## config.mk

```make
export PLATFORM = sky130hd
export DESIGN_NAME = alu_seq_unit_flat
export DESIGN_NICKNAME = d
export VERILOG_FILES = /design/src/rtl/alu_seq_if.sv /design/src/rtl/alu_seq_unit.sv /design/src/flat_wrapper.sv
export SDC_FILE = /design/constraint.sdc
export NUM_CORES = 1
export LEC_CHECK = 0
export CAP_MARGIN = 20
export CORE_ASPECT_RATIO = 0.7
export CORE_MARGIN = 5
export CORE_UTILIZATION = 60
export DETAILED_ROUTE_END_ITERATION = 10
export PLACE_DENSITY_LB_ADDON = 0.12
export SETUP_SLACK_MARGIN = 0.2
export SYNTH_ARGS = -nofsm -noshare
export SYNTH_HDL_FRONTEND = slang
export SYNTH_SLANG_ARGS = --single-unit
export TNS_END_PERCENT = 20
```

## constraint.sdc

```tcl
create_clock -name clk -period 5.3 [get_ports clk]
set_input_delay 0.795 -clock clk [delete_from_list [all_inputs] [get_ports clk]]
set_output_delay 0.795 -clock clk [all_outputs]
set_load 0.05 [all_outputs]
```

## src/rtl/alu_seq_if.sv

```systemverilog
// Handshake/result bundle between the control unit (master) and alu_seq_unit (slave).
// ALU_SEQ_REM_EN adds the rem_out result byte.
interface alu_seq_if #(
  parameter int WIDTH = 8
);
  logic             start;
  logic [2:0]       opcode;
  logic [WIDTH-1:0] operand_a;
  logic [WIDTH-1:0] operand_b;
  logic [WIDTH-1:0] alu_out;
  logic             save;
  logic             busy;
  logic             carry;
  logic             zero;
  logic             div_by_zero;
`ifdef ALU_SEQ_REM_EN
  logic [WIDTH-1:0] rem_out;

  modport master (
    output start, opcode, operand_a, operand_b,
    input  alu_out, save, busy, carry, zero, div_by_zero, rem_out
  );
  modport slave (
    input  start, opcode, operand_a, operand_b,
    output alu_out, save, busy, carry, zero, div_by_zero, rem_out
  );
`else
  modport master (
    output start, opcode, operand_a, operand_b,
    input  alu_out, save, busy, carry, zero, div_by_zero
  );
  modport slave (
    input  start, opcode, operand_a, operand_b,
    output alu_out, save, busy, carry, zero, div_by_zero
  );
`endif
endinterface

```

## src/rtl/alu_seq_unit.sv

```systemverilog
// Multi-cycle ALU: single-cycle logic/add ops, WIDTH-step shift-add MUL and restoring DIV.
// Optional macro ALU_SEQ_REM_EN adds rem_out (DIV remainder / MUL high byte).
module alu_seq_unit #(
  parameter int WIDTH = 8
) (
  input  logic       clk,
  input  logic       reset_n,
  alu_seq_if.slave   bus
);

  localparam int CW = $clog2(WIDTH);

  localparam logic [2:0] OP_ADD = 3'b000;
  localparam logic [2:0] OP_SUB = 3'b001;
  localparam logic [2:0] OP_AND = 3'b010;
  localparam logic [2:0] OP_OR  = 3'b011;
  localparam logic [2:0] OP_XOR = 3'b100;
  localparam logic [2:0] OP_SHL = 3'b101;
  localparam logic [2:0] OP_MUL = 3'b110;
  localparam logic [2:0] OP_DIV = 3'b111;

  typedef enum logic [1:0] {IDLE, EXEC, DONE} state_t;

  state_t           state;
  logic [2:0]       op_q;
  logic [WIDTH-1:0] opd_q;
  logic [WIDTH-1:0] hi_q;
  logic [WIDTH-1:0] lo_q;
  logic [CW-1:0]    cnt_q;
  logic [WIDTH-1:0] alu_out_q;
  logic             save_q;
  logic             busy_q;
  logic             carry_q;
  logic             zero_q;
  logic             dz_q;
`ifdef ALU_SEQ_REM_EN
  logic [WIDTH-1:0] rem_q;
`endif

  // Returns {carry, result}; DIV here only ever means divide-by-zero.
  function automatic logic [WIDTH:0] simple_op(input logic [2:0] op,
                                               input logic [WIDTH-1:0] a,
                                               input logic [WIDTH-1:0] b);
    logic [WIDTH:0] r;
    case (op)
      OP_ADD:  r = {1'b0, a} + {1'b0, b};
      OP_SUB:  r = {(a < b), a - b};
      OP_AND:  r = {1'b0, a & b};
      OP_OR:   r = {1'b0, a | b};
      OP_XOR:  r = {1'b0, a ^ b};
      OP_SHL:  r = {a[WIDTH-1], a[WIDTH-2:0], 1'b0};
      OP_DIV:  r = {1'b0, {WIDTH{1'b1}}};
      default: r = '0;
    endcase
    return r;
  endfunction

  // One shift-add step on {hi, lo}; lo starts as the multiplier.
  function automatic logic [2*WIDTH-1:0] mul_step(input logic [WIDTH-1:0] hi,
                                                  input logic [WIDTH-1:0] lo,
                                                  input logic [WIDTH-1:0] mcand);
    logic [WIDTH:0] sum;
    sum = {1'b0, hi} + (lo[0] ? {1'b0, mcand} : '0);
    return {sum[WIDTH:1], sum[0], lo[WIDTH-1:1]};
  endfunction

  // One restoring step on {rem, quo}; quo starts as the dividend.
  function automatic logic [2*WIDTH-1:0] div_step(input logic [WIDTH-1:0] rem,
                                                  input logic [WIDTH-1:0] quo,
                                                  input logic [WIDTH-1:0] dvs);
    logic [WIDTH:0]   r_sh;
    logic [WIDTH:0]   diff;
    logic [WIDTH-1:0] rem_n;
    logic             q_bit;
    r_sh  = {rem, quo[WIDTH-1]};
    diff  = r_sh - {1'b0, dvs};
    q_bit = (r_sh >= {1'b0, dvs});
    rem_n = q_bit ? diff[WIDTH-1:0] : r_sh[WIDTH-1:0];
    return {rem_n, quo[WIDTH-2:0], q_bit};
  endfunction

  logic [2*WIDTH-1:0] step_nx;
  logic [WIDTH:0]     simple_res;

  always_comb begin
    step_nx = (op_q == OP_MUL) ? mul_step(hi_q, lo_q, opd_q)
                               : div_step(hi_q, lo_q, opd_q);
  end

  always_comb begin
    simple_res = simple_op(bus.opcode, bus.operand_a, bus.operand_b);
  end

  always_ff @(posedge clk or negedge reset_n) begin
    if (!reset_n) begin
      state     <= IDLE;
      op_q      <= '0;
      opd_q     <= '0;
      hi_q      <= '0;
      lo_q      <= '0;
      cnt_q     <= '0;
      alu_out_q <= '0;
      save_q    <= 1'b0;
      busy_q    <= 1'b0;
      carry_q   <= 1'b0;
      zero_q    <= 1'b0;
      dz_q      <= 1'b0;
`ifdef ALU_SEQ_REM_EN
      rem_q     <= '0;
`endif
    end else begin
      save_q <= 1'b0;
      case (state)
        IDLE: begin
          if (bus.start) begin
            op_q  <= bus.opcode;
            cnt_q <= '0;
            if (bus.opcode == OP_MUL) begin
              opd_q  <= bus.operand_a;
              hi_q   <= '0;
              lo_q   <= bus.operand_b;
              busy_q <= 1'b1;
              state  <= EXEC;
            end else if (bus.opcode == OP_DIV && bus.operand_b != '0) begin
              opd_q  <= bus.operand_b;
              hi_q   <= '0;
              lo_q   <= bus.operand_a;
              busy_q <= 1'b1;
              state  <= EXEC;
            end else begin
              alu_out_q <= simple_res[WIDTH-1:0];
              carry_q   <= simple_res[WIDTH];
              zero_q    <= (simple_res[WIDTH-1:0] == '0);
              dz_q      <= (bus.opcode == OP_DIV);
`ifdef ALU_SEQ_REM_EN
              rem_q     <= (bus.opcode == OP_DIV) ? bus.operand_a : '0;
`endif
              save_q    <= 1'b1;
              busy_q    <= 1'b1;
              state     <= DONE;
            end
          end
        end
        EXEC: begin
          {hi_q, lo_q} <= step_nx;
          cnt_q        <= cnt_q + 1'b1;
          // Both MUL and DIV leave the result in the low half, the extra byte in the high half.
          if (cnt_q == CW'(WIDTH - 1)) begin
            alu_out_q <= step_nx[WIDTH-1:0];
            carry_q   <= (op_q == OP_MUL) && (step_nx[2*WIDTH-1:WIDTH] != '0);
            zero_q    <= (step_nx[WIDTH-1:0] == '0);
            dz_q      <= 1'b0;
`ifdef ALU_SEQ_REM_EN
            rem_q     <= step_nx[2*WIDTH-1:WIDTH];
`endif
            save_q    <= 1'b1;
            state     <= DONE;
          end
        end
        DONE: begin
          busy_q <= 1'b0;
          state  <= IDLE;
        end
        default: begin
          busy_q <= 1'b0;
          state  <= IDLE;
        end
      endcase
    end
  end

  assign bus.alu_out     = alu_out_q;
  assign bus.save        = save_q;
  assign bus.busy        = busy_q;
  assign bus.carry       = carry_q;
  assign bus.zero        = zero_q;
  assign bus.div_by_zero = dz_q;
`ifdef ALU_SEQ_REM_EN
  assign bus.rem_out     = rem_q;
`endif

endmodule

```

## src/flat_wrapper.sv

```systemverilog
// flat-port wrapper written by rule: the top's interface ports become plain ports
module alu_seq_unit_flat 
#(
  parameter int WIDTH = 8
)
  (clk, reset_n, bus_start, bus_opcode, bus_operand_a, bus_operand_b, bus_alu_out, bus_save, bus_busy, bus_carry, bus_zero, bus_div_by_zero);
  alu_seq_if #(.WIDTH(WIDTH)) bus_i ();
  input  logic clk;
  input  logic reset_n;
  input wire logic [$bits(bus_i.start)-1:0] bus_start;
  input wire logic [$bits(bus_i.opcode)-1:0] bus_opcode;
  input wire logic [$bits(bus_i.operand_a)-1:0] bus_operand_a;
  input wire logic [$bits(bus_i.operand_b)-1:0] bus_operand_b;
  output wire logic [$bits(bus_i.alu_out)-1:0] bus_alu_out;
  output wire logic [$bits(bus_i.save)-1:0] bus_save;
  output wire logic [$bits(bus_i.busy)-1:0] bus_busy;
  output wire logic [$bits(bus_i.carry)-1:0] bus_carry;
  output wire logic [$bits(bus_i.zero)-1:0] bus_zero;
  output wire logic [$bits(bus_i.div_by_zero)-1:0] bus_div_by_zero;
  assign bus_i.start = bus_start;
  assign bus_i.opcode = bus_opcode;
  assign bus_i.operand_a = bus_operand_a;
  assign bus_i.operand_b = bus_operand_b;
  assign bus_alu_out = bus_i.alu_out;
  assign bus_save = bus_i.save;
  assign bus_busy = bus_i.busy;
  assign bus_carry = bus_i.carry;
  assign bus_zero = bus_i.zero;
  assign bus_div_by_zero = bus_i.div_by_zero;
  alu_seq_unit #(.WIDTH(WIDTH)) u_core (.clk(clk), .reset_n(reset_n), .bus(bus_i));
endmodule
```

# After elaboration in Yosys (flattened, before gate mapping)
# Index checks and enable logic that the tools add are counted.
# W data, S select, Z words.
[word_totals]
regBits = 45
elab_cells = 103
in_bits = 22
[classes]
add_sub_neg = 5
bitwise_logic = 4
reduce_logical = 17
muxes = 48
order_cmp = 2
n_eq_ne = 15
[op_table]
columns = ["cell", "n"]
rows = [
  ["$mux W8", 14],
  ["$pmux W9 S7", 1],
  ["$pmux W8 S2", 3],
  ["$add A8 B8 Y9", 2],
  ["$eq A3 B3 Y1 const B", 6],
  ["$mux W1", 17],
  ["$logic_not A8 Y1", 2],
  ["$mux W16", 1],
  ["$reduce_bool A8 Y1", 2],
  ["$sub A8 B8 Y8", 2],
  ["$pmux W1 S2", 5],
  ["$ge A9 B8 Y1", 1],
  ["$and A8 B8 Y8", 1],
  ["$lt A8 B8 Y1", 1],
  ["$mux W2", 4],
  ["$or A8 B8 Y8", 1],
  ["$reduce_and A2 Y1", 4],
  ["$xor A8 B8 Y8", 1],
  ["$eq A3 B2 Y1 const B", 2],
  ["$ne A2 B2 Y1 const B", 3],
  ["$pmux W3 S2", 1],
  ["$reduce_and A3 Y1", 2],
  ["$reduce_and A5 Y1", 1],
  ["$pmux W2 S2", 1],
  ["11 further kinds", 13],
]

# Depth between registers and ports, before layout
[depth]
ltp_word = 7
mapped_depth = 12
depth_no_buf = 12

# Least setup slack after synthesis
# No wires, ideal clock.
[synth_timing]
kind = "input port to flip-flop"
from = "input port bus_operand_b[0]"
to = "register u_core.zero_q, in the netlist u_core.bus.zero"
slack_ns = 2.417
stages = 10
arrival_time_ns = 2.792
path_buffers = 0
t_required_ns = 5.208
cell_sequence = "ha_1 fa_1 a21o_1 a21oi_1 nor2_1 a21oi_1 xnor2_1 o21ai_1 or4_1 o31ai_2"
[synth_via]
elab_chain_cells = 7
[synth_rtl]
columns = ["item", "line_no", "source"]
rows = [
  ["start, declared", "flat_wrapper.sv:13", "input wire logic [$bits(bus_i.operand_b)-1:0] bus_operand_b;"],
  ["$sub A8 B8 Y8, or another cell as far along", "alu_seq_unit.sv:47", "OP_SUB: r = {(a < b), a - b};"],
  ["$pmux W9 S7", "alu_seq_unit.sv:45", "case (op)"],
  ["$logic_not A8 Y1", "alu_seq_unit.sv:133", "zero_q <= (simple_res[WIDTH-1:0] == '0);"],
  ["$mux W1", "alu_seq_unit.sv:124", "end else if (bus.opcode == OP_DIV && bus.operand_b != '0) begin"],
  ["$mux W1", "alu_seq_unit.sv:118", "if (bus.opcode == OP_MUL) begin"],
  ["$mux W1", "alu_seq_unit.sv:115", "if (bus.start) begin"],
  ["$pmux W1 S2", "alu_seq_unit.sv:113", "case (state)"],
  ["end signal, assigned", "alu_seq_unit.sv:133", ""],
  ["end signal, assigned", "alu_seq_unit.sv:151", "zero_q <= (step_nx[WIDTH-1:0] == '0);"],
  ["end, declared", "alu_seq_unit.sv:34", "logic zero_q;"],
]
# Parallel ways exist; a longest one is shown, timed or not. The select of a mux whose other input is x is not followed.
# A chain may end at the register's enable or synchronous reset.

# Worst setup path in the final report
[layout_timing]
from = "input port bus_opcode[0]"
to = "register u_core.zero_q, in the netlist u_core.bus.zero"
[layout_via]
elab_chain_cells = 7
[layout_rtl]
columns = ["item", "line_no", "source"]
rows = [
  ["start, declared", "flat_wrapper.sv:11", "input wire logic [$bits(bus_i.opcode)-1:0] bus_opcode;"],
  ["$eq A3 B3 Y1, or another cell as far along", "alu_seq_unit.sv:45, alu_seq_unit.sv:124", ""],
  ["$pmux W9 S7", "alu_seq_unit.sv:45", ""],
  ["$logic_not A8 Y1", "alu_seq_unit.sv:133", ""],
  ["$mux W1", "alu_seq_unit.sv:124", ""],
  ["$mux W1", "alu_seq_unit.sv:118", ""],
  ["$mux W1", "alu_seq_unit.sv:115", ""],
  ["$pmux W1 S2", "alu_seq_unit.sv:113", ""],
]
# Parallel ways exist; a longest one is shown, timed or not. The select of a mux whose other input is x is not followed.

==> flow_summary.json <==
{
  "multi_input_area_sq_um": 2720,
  "portBuffers": 34,
  "finalHoldViolCount": 0,
  "overflow": 0,
  "critPathSlowestCell": "clkdlybuf4s50_1",
  "fill_cells": 594,
  "final_cell_mix": "66 x nand2_1, 53 x o21ai_0, 45 x dfrtp_1",
  "numCtsBuffers": 5,
  "drt_wl_total_microns": 11600,
  "final_antenna_net_count": 0,
  "postCtsResizedCells": 0,
  "antenna_found_initial": 0,
  "ys_types": 63,
  "fin_tns_setup_ps": 0,
  "cp.required_ps": 5520,
  "final-seq-area_sq_um": 1130,
  "final_nets": 609,
  "cts_hold_buf": 0,
  "async_flop_share_pct": 100,
  "fin_crit_sh_pct": 65.5,
  "arrival_ps": 3690,
  "clock_sinks": 45,
  "grt_pass1_wl_microns": 18900,
  "drv_slew": 0,
  "mappedNetlistNets": 591,
  "path_class": "primary input to flip-flop",
  "setup_viol": 0,
  "diodes": 0,
  "ctsLongestPathBuffers": 2,
  "row_count": 25,
  "finalPower_w": 0.00223,
  "seq_area_frac_synth_pct": 27.1,
  "crit_chain": "clkdlybuf4s50_1 -> buf_4 -> inv_2 -> nor4_1 -> a31oi_1 -> nor2_1 -> a21oi_1 -> buf_4 -> inv_1 -> nand3_1 -> or4_1 -> o31ai_2",
  "syn_inst": 523,
  "die_area_sq_um": 8720,
  "ios": 35,
  "die_y_microns": 79.6,
  "path_clk_slew_ps": 90,
  "outcome": "finished, final reports clean",
  "initial_core_util_pct": 61.5,
  "dr.pass1.iters": 5,
  "skew_ps": 10.0,
  "wl_per_cell_microns": 18.2,
  "dp_hpwl_microns": 8910,
  "rsz0062_at_grt": "no",
  "post_cts_buffers": 0,
  "syn_area_per_cell_sq_um": 7.94,
  "cp-end-kind": "flip-flop",
  "min_path_type": "primary input to asynchronous set/reset pin",
  "num_vias": 3953,
  "fmax_ghz": 0.288,
  "final_common_cell": "nand2_1",
  "dieWidth_microns": 109,
  "period_needed_ps": 3470,
  "syn-cell-area_sq_um": 4160,
  "cts_tree": "yes",
  "maxCapViolations": 0,
  "slew_headroom_pct": 38.0,
  "cpPeakStageDelay_ps": 470,
  "critPathLaunchType": "primary input",
  "drive_gt1_share_pct": 4.98,
  "ys_ff_latch": 45,
  "drcViolationCount": 0,
  "crit_top_cell": "buf_4",
  "dr.first_iter.drc_count": 446,
  "syn2layout_area_growth_pct": 10.6,
  "powerDensity_nw_per_um2": 485,
  "place_congestion": 0.942,
  "first_global_vias": 3675,
  "grt_max_degree": 46,
  "cts.htree.levels": 2,
  "synth_ff_type": "dfrtp_1",
  "power.leakage_nw": 2.13,
  "yosysWarningCount": 0,
  "synth_edf_count": 0,
  "irDropWorstVdd_v": 0.000307,
  "core_area_sq_um": 6760,
  "grt_use_total_pct": 27.6,
  "viasPerCell": 6.22,
  "worst_slew_pin_slew_ps": 926,
  "root_buffer": "clkbuf_8",
  "clock_insertion_delay_worst_skew_ps": 310,
  "critPathMaxFanout": 32
}
## metrics by stage
stage	utilization [%]	cell area, sq um	setup WS [ps]	cells	hold slack, ps
6_report	68.0	4590	1830	636	293
5_1_grt	68.0	4590	1640	636	285
4_1_cts	67.7	4570	1880	635	492
3_5_place_dp	66.4	4480	1580	627	468
3_3_place_gp	66.4	4480	1680	627	460
2_1_floorplan	-	4160	2420	523	446
## power breakdown
| group | internal, W | switching [W] | total, W |
|---|---|---|---|
| combinational | 0.000535 | 0.000841 | 0.00138 |
| sequential | 0.000489 | 0.000140 | 0.000629 |
| clock | 0.0000939 | 0.000131 | 0.000225 |
| total | 0.00112 | 0.00111 | 0.00223 |
## layout make-up
cell class	count	share of cell area [%]
tap	94	2.56
timing repair buffer	40	8.55
clock buffer	5	1.50
clock inverter	3	0.463
multi-input combinational	410	59.2
sequential	45	24.5
inverter	39	3.19
## Yosys cell counts, drive strengths merged (7+ instances only)
cell,instances,area share [%]
a21o,9,1.7
clkbuf,16,1.4
a211oi,12,2.3
o21bai,8,1.4
nor3,8,0.96
nand2,66,6.0
dfrtp,45,27
and2,11,1.7
o31ai,7,1.5
inv,39,3.5
buf,13,2.4
xnor2,9,1.9
a21oi,37,4.5
a22oi,8,1.4
o21ai,62,7.6
nand3,9,1.1
mux2i,12,2.9
ha,42,13
nor2,44,4.0
## worst paths after layout
path | startpoint | to | slack, ps | cells after the start
max | bus_opcode[0] | u_core.bus.zero$_DFFE_PN0P_ | 1830 | 12
min | reset_n | u_core.hi_q[2]$_DFFE_PN0P_ | 290 | 1
max reg2reg | u_core.lo_q[0]$_DFFE_PN0P_ | u_core.bus.carry$_DFFE_PN0P_ | 2310 | 11
min reg2reg | u_core.op_q[2]$_DFFE_PN0P_ | u_core.op_q[2]$_DFFE_PN0P_ | 490 | 2
max in group asynchronous | reset_n | u_core.cnt_q[2]$_DFFE_PN0P_ | 4580 | 2
min in group clk | u_core.op_q[2]$_DFFE_PN0P_ | u_core.op_q[2]$_DFFE_PN0P_ | 490 | 2
## worst max-delay path, delay by kind of cell
| family | cells | cell delay (ps) |
|---|---|---|
| buffers and inverters | 5 | 1470 |
| AND/OR/NAND/NOR | 4 | 970 |
| AO/OA/AOI/OAI | 3 | 440 |
## metal layers
metal | GRT usage (%) | part of all wire (%)
met2 | 39.8 | 42
met1 | 42.8 | 47
met3 | 5.34 | 9.7
met4 | 4.61 | 0.68
met5 | 0 | 0
## cell families after synthesis
group,after synthesis,share of synthesized area [%]
flops,45,27.1
xor+xnor,14,2.95
compound gates,180,27.9
buf+inv,68,7.41
simple gates,156,16.7
fa+ha+maj,46,14.6
mux,14,3.43
## state kept, by name, summed over array words and instances, names as in the netlist
| name | flops |
|---|---|
| u_core.hi_q | 8 |
| u_core.bus.div_by_zero | 1 |
| u_core.state | 2 |
| u_core.opd_q | 8 |
| u_core.op_q | 3 |
| u_core.bus.zero | 1 |
| u_core.bus.alu_out | 8 |
| u_core.lo_q | 8 |
| u_core.cnt_q | 3 |
| u_core.bus.carry | 1 |
| u_core.bus.save | 1 |
| u_core.bus.busy | 1 |
(Power assumes the default switching activity.)
==> edit (same flow settings) <==
`WIDTH` is set to 8 in 3 places; all go to 4.
--- a/src/rtl/alu_seq_if.sv
+++ b/src/rtl/alu_seq_if.sv
@@ -2,5 +2,5 @@
 // ALU_SEQ_REM_EN adds the rem_out result byte.
 interface alu_seq_if #(
-  parameter int WIDTH = 8
+  parameter int WIDTH = 4
 );
   logic             start;
--- a/src/rtl/alu_seq_unit.sv
+++ b/src/rtl/alu_seq_unit.sv
@@ -2,5 +2,5 @@
 // Optional macro ALU_SEQ_REM_EN adds rem_out (DIV remainder / MUL high byte).
 module alu_seq_unit #(
-  parameter int WIDTH = 8
+  parameter int WIDTH = 4
 ) (
   input  logic       clk,
--- a/src/flat_wrapper.sv
+++ b/src/flat_wrapper.sv
@@ -2,5 +2,5 @@
 module alu_seq_unit_flat 
 #(
-  parameter int WIDTH = 8
+  parameter int WIDTH = 4
 )
   (clk, reset_n, bus_start, bus_opcode, bus_operand_a, bus_operand_b, bus_alu_out, bus_save, bus_busy, bus_carry, bus_zero, bus_div_by_zero);
Interface: changed (resized bus_alu_out, bus_operand_a and bus_operand_b); port bits go from 35 to 23. The function was not compared with the original's and may differ.
==> edit against the original RTL <==
- die area is 39% lower
- critical path depth is 7 lower
- clock power is 42% lower
- utilization is 1.0 points higher
- power is 37% lower
- setup slack better by 0.29 ns
- worst hold slack better by 0.21 ns
- routed wire length is 52% lower
- synthesized area is 43% lower
- sequential cell count is 17 lower
- final area is 42% lower
- critical endpoint is now u_core.bus.carry
- largest cell class unchanged
==> edit: results (changes against the original RTL) <==
- Status: completed
- Share of layout cells above drive strength 1: 0.0594 (+0.00959)
- Leak: 1.21 nW (-44%)
- Global-route wire length before repair: 9630 µm (-49%)
- Num CTS Buffers: 3 (-2)
- Worst Setup Slack post-DPL: 1.87 ns (+0.285 ns)
- GPL Wtd Cong: 0.953 (+1.2%)
- WL/cell: 15.7 µm (-14%)
- Vias in the first global route: 1,907 (-48%)
- Crit Path Max Fanout: 21 (-34%)
- Worst vdd ir: 0.326 mV (+6.2%)
- Skew-Pair Late Insertion Delay: 0.27 ns (-0.04 ns)
- Reg2reg setup slack: 2.92 ns (+0.61 ns)
- Clock Skew: 0.00627 ns (-0.00376 ns)
- Post-DP Area: 2600 µm² (-42%)
- Final #Nets: 343 (-44%)
- Hold slack final: 0.503 ns (+0.210 ns)
- Worst-margin pin slew: 0.998 ns (+0.0716 ns)
- Library cells used by synthesis: 56 (-11%)
- DR vias/cell: 5.99 (-3.6%)
- Port Buffers: 22 (-35%)
- H-tree levels: 1 (-1)
- Largest net degree at the start of global routing: 29 (-37%)
- Area contributors post-synth: dfrtp_1, ha_1, a21oi_1, nand2_1, nor2_1
- Hpwl dp: 4440 µm (-50%)
- Syn Nets: 325 (-45%)
- YS warnings: 0 (unchanged)
- Critical Path AT: 3.34 ns (-0.35 ns)
- Hold Path Class: reg -> reg
## edit: cell count changes in the layout (fill, tap and decap cells not counted), sizes merged, moves of 14 or more
| cell | before | now |
|---|---|---|
| o21ai | 62 | 21 |
| nand2 | 66 | 27 |
| ha | 42 | 21 |
| dfrtp | 45 | 28 |
| nor2 | 44 | 28 |
| inv | 40 | 26 |
## edit: routing by layer
layer	GRT usage	share of wire	vias up
met5	0	0	-
met4	0.0356	0.0052	0
met3	0.0343	0.059	2
met2	0.308	0.41	64
met1	0.363	0.52	1005
li1	-	-	1056
## edit: cells by family (layout without fill, tap and decap cells)
group	count (synthesis)	in the layout	share of synthesized area
fa+ha+maj	25	25	0.146
simple gates	91	91	0.189
xor+xnor	3	3	0.0112
mux	6	6	0.0297
flops	28	28	0.297
buf+inv	37	54	0.0637
compound gates	96	96	0.263
## edit: layout make-up
cell class	instances	area [µm²]
well taps	52	65.1
inverters	26	97.6
fillers	331	1190
repair buffers	24	235
multi-input cells	221	1510
clock buffers	4	55.1
flip-flops and latches	28	701
## edit: critical path, stage by stage
cell and delay, ns:
clkdlybuf4s50_1 0.91, a21oi_1 0.29, o21ai_1 0.84, nand4_1 0.17, o32a_1 0.33
## edit: path summary, 6_finish.rpt
kind | endpoint | depth (start not counted) | startpoint
max | u_core.bus.carry | 5 | bus_opcode[0]
min | u_core.bus.alu_out[3] | 1 | u_core.bus.alu_out[3]
max reg2reg | u_core.bus.zero | 7 | u_core.hi_q[1]
min reg2reg | u_core.bus.alu_out[3] | 1 | u_core.bus.alu_out[3]
max in group asynchronous | u_core.hi_q[2] | 2 | reset_n
min in group asynchronous | u_core.bus.save | 2 | reset_n
## edit: through the flow
step	utilization	instances
5_1_grt	0.690	355
6_report	0.690	355
2_1_floorplan	-	286
3_3_place_gp	0.676	351
3_5_place_dp	0.676	351
4_1_cts	0.690	355
## edit: report_power, final
| group | internal, mW | leakage, nW | total, mW | switching (mW) |
|---|---|---|---|---|
| clock network | 0.0665 | 0.0288 | 0.130 | 0.0635 |
| logic | 0.358 | 0.835 | 0.882 | 0.525 |
| registers | 0.310 | 0.342 | 0.394 | 0.0841 |
| total | 0.734 | 1.21 | 1.41 | 0.672 |
